$ cat src/rtl/top_key_arb.sv
// Multi-channel key ingress: per-channel FIFOs merged by a round-robin arbiter into one registered, channel-tagged stream.
// Optional build macro TOP_KEY_ARB_PRIO_EN gives channel 0 strict priority over the round-robin channels.
module top_key_arb #(
    parameter  int chan_p  = 2,
    parameter  int width_p = 9,
    parameter  int depth_p = 4,
    localparam int chan_w  = (chan_p > 1) ? $clog2(chan_p) : 1
) (
    input  logic                            main_clk_i,
    input  logic                            main_rst_an_i,
    input  logic [chan_p-1:0]               key_valid_i,
    output logic [chan_p-1:0]               key_accept_o,
    input  logic [chan_p-1:0][width_p-1:0]  key_data_i,
    output logic                            out_valid_o,
    input  logic                            out_accept_i,
    output logic [width_p-1:0]              out_data_o,
    output logic [chan_w-1:0]               out_chan_o,
    output logic                            busy_o
);

    localparam int                 ptr_w      = $clog2(depth_p);
    localparam int                 cnt_w      = ptr_w + 1;
    localparam int unsigned        nchan_c    = chan_p;
    localparam logic [cnt_w-1:0]   full_c     = cnt_w'(depth_p);
    localparam logic [chan_w-1:0]  last_rst_c = chan_w'(chan_p - 1);

    typedef enum logic {EMPTY, HOLD} state_t;

    state_t               state_q, state_d;
    logic [width_p-1:0]   mem_q    [chan_p][depth_p];
    logic [ptr_w-1:0]     rd_ptr_q [chan_p];
    logic [ptr_w-1:0]     wr_ptr_q [chan_p];
    logic [cnt_w-1:0]     count_q  [chan_p];
    logic [chan_p-1:0]    push, pop, nonempty;
    logic [chan_w-1:0]    last_q, last_d, win;
    logic                 found, load;
    logic [width_p-1:0]   data_q;
    logic [chan_w-1:0]    chan_q;

    always_comb begin
        key_accept_o = '0;
        push         = '0;
        nonempty     = '0;
        for (int unsigned c = 0; c < nchan_c; c++) begin
            key_accept_o[c] = (count_q[c] != full_c);
            push[c]         = key_valid_i[c] && (count_q[c] != full_c);
            nonempty[c]     = (count_q[c] != '0);
        end
    end

    always_comb begin
        int unsigned       idx;
        logic [chan_w-1:0] cand;
        load    = (state_q == EMPTY) || out_accept_i;
        found   = 1'b0;
        win     = last_q;
        last_d  = last_q;
        pop     = '0;
        state_d = state_q;
        idx     = 0;
        cand    = '0;
`ifdef TOP_KEY_ARB_PRIO_EN
        if (nonempty[0]) begin
            found = 1'b1;
            win   = '0;
        end
`endif
        for (int unsigned i = 1; i <= nchan_c; i++) begin
            idx = 32'(last_q) + i;
            if (idx >= nchan_c) idx = idx - nchan_c;
            cand = chan_w'(idx);
`ifdef TOP_KEY_ARB_PRIO_EN
            if (!found && nonempty[cand] && (idx != 0)) begin
`else
            if (!found && nonempty[cand]) begin
`endif
                found = 1'b1;
                win   = cand;
            end
        end
        if (load) begin
            state_d = found ? HOLD : EMPTY;
            if (found) begin
`ifdef TOP_KEY_ARB_PRIO_EN
                // channel 0 grants must not disturb the rotation of the others
                if (win != '0) last_d = win;
`else
                last_d = win;
`endif
                for (int unsigned c = 0; c < nchan_c; c++) begin
                    pop[c] = (win == chan_w'(c));
                end
            end
        end
    end

    always_ff @(posedge main_clk_i or negedge main_rst_an_i) begin
        if (!main_rst_an_i) begin
            state_q <= EMPTY;
            last_q  <= last_rst_c;
        end else begin
            state_q <= state_d;
            last_q  <= last_d;
        end
    end

    always_ff @(posedge main_clk_i or negedge main_rst_an_i) begin
        if (!main_rst_an_i) begin
            for (int unsigned c = 0; c < nchan_c; c++) begin
                rd_ptr_q[c] <= '0;
                wr_ptr_q[c] <= '0;
                count_q[c]  <= '0;
            end
        end else begin
            for (int unsigned c = 0; c < nchan_c; c++) begin
                if (push[c]) wr_ptr_q[c] <= wr_ptr_q[c] + 1'b1;
                if (pop[c])  rd_ptr_q[c] <= rd_ptr_q[c] + 1'b1;
                case ({push[c], pop[c]})
                    2'b10:   count_q[c] <= count_q[c] + 1'b1;
                    2'b01:   count_q[c] <= count_q[c] - 1'b1;
                    default: count_q[c] <= count_q[c];
                endcase
            end
        end
    end

    always_ff @(posedge main_clk_i) begin
        for (int unsigned c = 0; c < nchan_c; c++) begin
            if (push[c]) mem_q[c][wr_ptr_q[c]] <= key_data_i[c];
        end
    end

    always_ff @(posedge main_clk_i or negedge main_rst_an_i) begin
        if (!main_rst_an_i) begin
            data_q <= '0;
            chan_q <= '0;
        end else if (load && found) begin
            data_q <= mem_q[win][rd_ptr_q[win]];
            chan_q <= win;
        end
    end

    assign out_valid_o = (state_q == HOLD);
    assign out_data_o  = data_q;
    assign out_chan_o  = chan_q;
    assign busy_o      = (|nonempty) || (state_q == HOLD);

endmodule

$ cat config.mk
export PLATFORM = sky130hd
export DESIGN_NAME = top_key_arb
export DESIGN_NICKNAME = d
export VERILOG_FILES = /design/src/rtl/top_key_arb.sv
export SDC_FILE = /design/constraint.sdc
export NUM_CORES = 1
export LEC_CHECK = 0
export BUFFER_PORTS_ARGS = -buffer_cell sky130_fd_sc_hd__buf_2
export CAP_MARGIN = 30
export CORE_MARGIN = 8
export CORE_UTILIZATION = 60
export DETAILED_ROUTE_END_ITERATION = 7
export PLACE_DENSITY = 0.82
export SYNTH_ARGS = -nofsm -noshare
export SYNTH_HDL_FRONTEND = slang
export SYNTH_SLANG_ARGS = --single-unit
$ cat constraint.sdc
create_clock -name main_clk_i -period 5.4 [get_ports main_clk_i]
set_input_delay 1.08 -clock main_clk_i [delete_from_list [all_inputs] [get_ports main_clk_i]]
set_output_delay 1.08 -clock main_clk_i [all_outputs]
set_load 0.1 [all_outputs]
==> reports/results.ini <==
[floorplanning]
rows = 30
io_pins = 37
initial_core_util_pct = 61.8
die_w_um = 99.4
die_area_mm2 = 0.00988
die-height_um = 99.4
coreArea_mm2 = 0.00676

[synthesis]
synth_ff_type = edfxtp_1
synthCells = 254
synth_nets = 289
yosys-top-cells-area = edfxtp_1 (52%), dfrtp_1 (15%), mux2i_1 (8.9%)
synthDistinctLibCells = 36
yosys_warnings = 0
synthArstFlopShare_pct = 26.5
avgSynthCellArea_um2 = 16.4
synth_top_area_share_pct = 51.8
ys_ff_latch = 98
synth-edff-count = 72
yosysSeqAreaShare_pct = 67.4
syn-cell-area_mm2 = 0.00417
synth_area_leader_cell = edfxtp_1

[clock_tree]
cts_sinks = 98
cts.clk_slew.worst_paths_ns = 0.09
post_cts.repair.setup_buffers = 0
cts_resized = 0
clock_path_buffers = 2
ctsRootBufferMaster = clkbuf_8
cts_hold_buf = 0
cts_tree = yes
cts_inserted_buffers = 9
cts_max_level = 3
clk_latency_ns = 0.36

[setup_path]
critPathMaxFanout = 5
critical_path_class = reg2out
max_stage_delay_ns = 0.51
slowest_stage = or3_1
worst-r2r-cell-count = 8
rrSetupSlack_ns = 2.93
arrival_ns = 2.12
start_kind = register
worstPathRequired_ns = 4.32
crit_chain = or3_1, or3_2, buf_2
worstSetupEndpointType = primary output

[timing]
slew_viol_final = 0
grt_setup_unrepaired = no
period_minus_slack_ns = 3.20
worst_slack_ns = 2.20
fin_crit_sh_pct = 59.2
hold_viol = 0
relSlewSlack_pct = 58.1
clock_skew_ns = 0.0140
final-setup-viol-count = 0
final.setup.tns_ns = 0
worst_slew_pin_slew_ns = 0.624
clock.fmax_mhz = 313

[global_route]
grt_pass1_wl_um = 11800
use_met2_pct = 26.3
antenna_found_initial = 0
grt_overflow = 0
gr-usage-met1_pct = 19.0
use_met3_pct = 3.56
grt.total_usage_pct = 15.7
busiest_layer = met2
grt_pass1_vias = 2362
grt_max_degree = 27

[drt]
num_vias = 2204
drt_iter0_markers = 83
routed_wl_um = 7390
postRouteAntennaNets = 0
via_per_inst = 5.78
first_pass_iters = 4
wl_per_cell_um = 19.4
drc = 0

[power_and_ir_drop]
switching_power_uw = 1180
p_leak_uw = 0.00185
pwr-share-clk_pct = 15.1
power.density_mw_per_mm2 = 610
ir_worst_vdd_mv = 0.518
p_total_uw = 2830
internal-power_uw = 1650
pwr-share-comb_pct = 43.8
seq_power_share_pct = 41.0
switching_share_pct = 41.7

[final_layout]
multi_input_area_mm2 = 0.00127
insertedDiodeCount = 0
utilization_pct = 68.6
synthToLayoutAreaGrowth_pct = 11.2
layout-drive-gt1-share_pct = 25.2
seq_area_mm2 = 0.00281
num-fill-cells = 461
layout.nets = 331

[placement]
place_ws_ns = 2.52
hpwl_um = 5300
io_buffers = 36
gp_congestion = 0.770

[status]
status = finished clean

[hold_path]
hold_class = reg2reg
whs_path_depth = 1

[job]
max-cap-violations = 0

==> placed cells by master (no fill, tap or decap), drive strengths merged, types with 5 or more instances in the layout <==
cell    Yosys  routed
buf         6      38
clkbuf      1       9
ha         10      10
inv        10      13
xor2        5       5
xnor2       7       7
edfxtp     72      72
mux2i      37      37
o221ai      9       9
and3        8       8
nand2      12      12
dfrtp      25      25
mux2       21      21
==> Yosys cell counts (all sizes together), types with 4 or more instances <==
cell,instances
nor3,4
buf,6
nor2,4
ha,10
xnor2,7
mux2,21
xor2,5
inv,10
and3,8
o221ai,9
nand2,12
edfxtp,72
mux2i,37
dfrtp,25
==> area by class of cell <==
type	instances	share of cell area [%]
inverter	10	0.809
tap	80	2.16
sequential	98	60.7
clock inverter	7	1.13
multi-input combinational	139	27.5
clock buffer	9	2.67
timing repair buffer	38	5.07
==> path summary, 6_finish.rpt <==
kind | endpoint | from
worst max register to register | count_q[2] | count_q[3]
worst max-delay path | busy_o | count_q[0]
max in group asynchronous | count_q[3] | main_rst_an_i
worst min register to register | out_chan_o | out_chan_o
min in group asynchronous | count_q[5] | main_rst_an_i
worst min-delay path | out_chan_o | out_chan_o
==> flip-flops by register name, summed over array words and instances, names as in the netlist <==
name	cells
out_chan_o	1
wr_ptr_q	4
mem_q	72
last_q	1
out_valid_o	1
rd_ptr_q	4
count_q	6
out_data_o	9
==> metrics by stage <==
stage	area [µm²]	hold WS, ns	cells
6_report	4640	0.487	381
5_1_grt	4640	0.527	381
4_1_cts	4640	0.493	381
3_5_place_dp	4460	0.467	365
3_3_place_gp	4410	0.459	363
2_1_floorplan	4170	0.485	254
==> layer usage <==
| metal | up-vias | wire length, µm | part of all wire (%) |
|---|---|---|---|
| li1 | 1040 | - | - |
| met1 | 1104 | 3160 | 43 |
| met2 | 49 | 3790 | 51 |
| met3 | 11 | 300 | 4.1 |
| met4 | 0 | 133 | 1.8 |
| met5 | - | 0 | 0 |
==> worst max-delay path: cells and delay by family (launching register included) <==
family	cells	cell delay (ns)
buf+inv	1	0.30
simple gates	2	1.00
flops	1	0.45
==> kinds of logic after synthesis <==
kind of cell    share of synthesized area, %
compound gates                          4.83
flops                                   67.4
fa+ha+maj                               3.96
buf+inv                                 2.01
simple gates                            4.71
xor+xnor                                2.52
mux                                     14.5
==> power by group through the flow <==
stage / registers [µW] / logic [µW] / clock network [µW]
floorplan: 1400 / 748 / 0
global route: 1180 / 1340 / 467
finish: 1160 / 1240 / 428
CTS: 1160 / 1260 / 435
global placement: 1220 / 1110 / 0
detailed placement: 1180 / 1250 / 0
(Power assumes the default switching activity.)
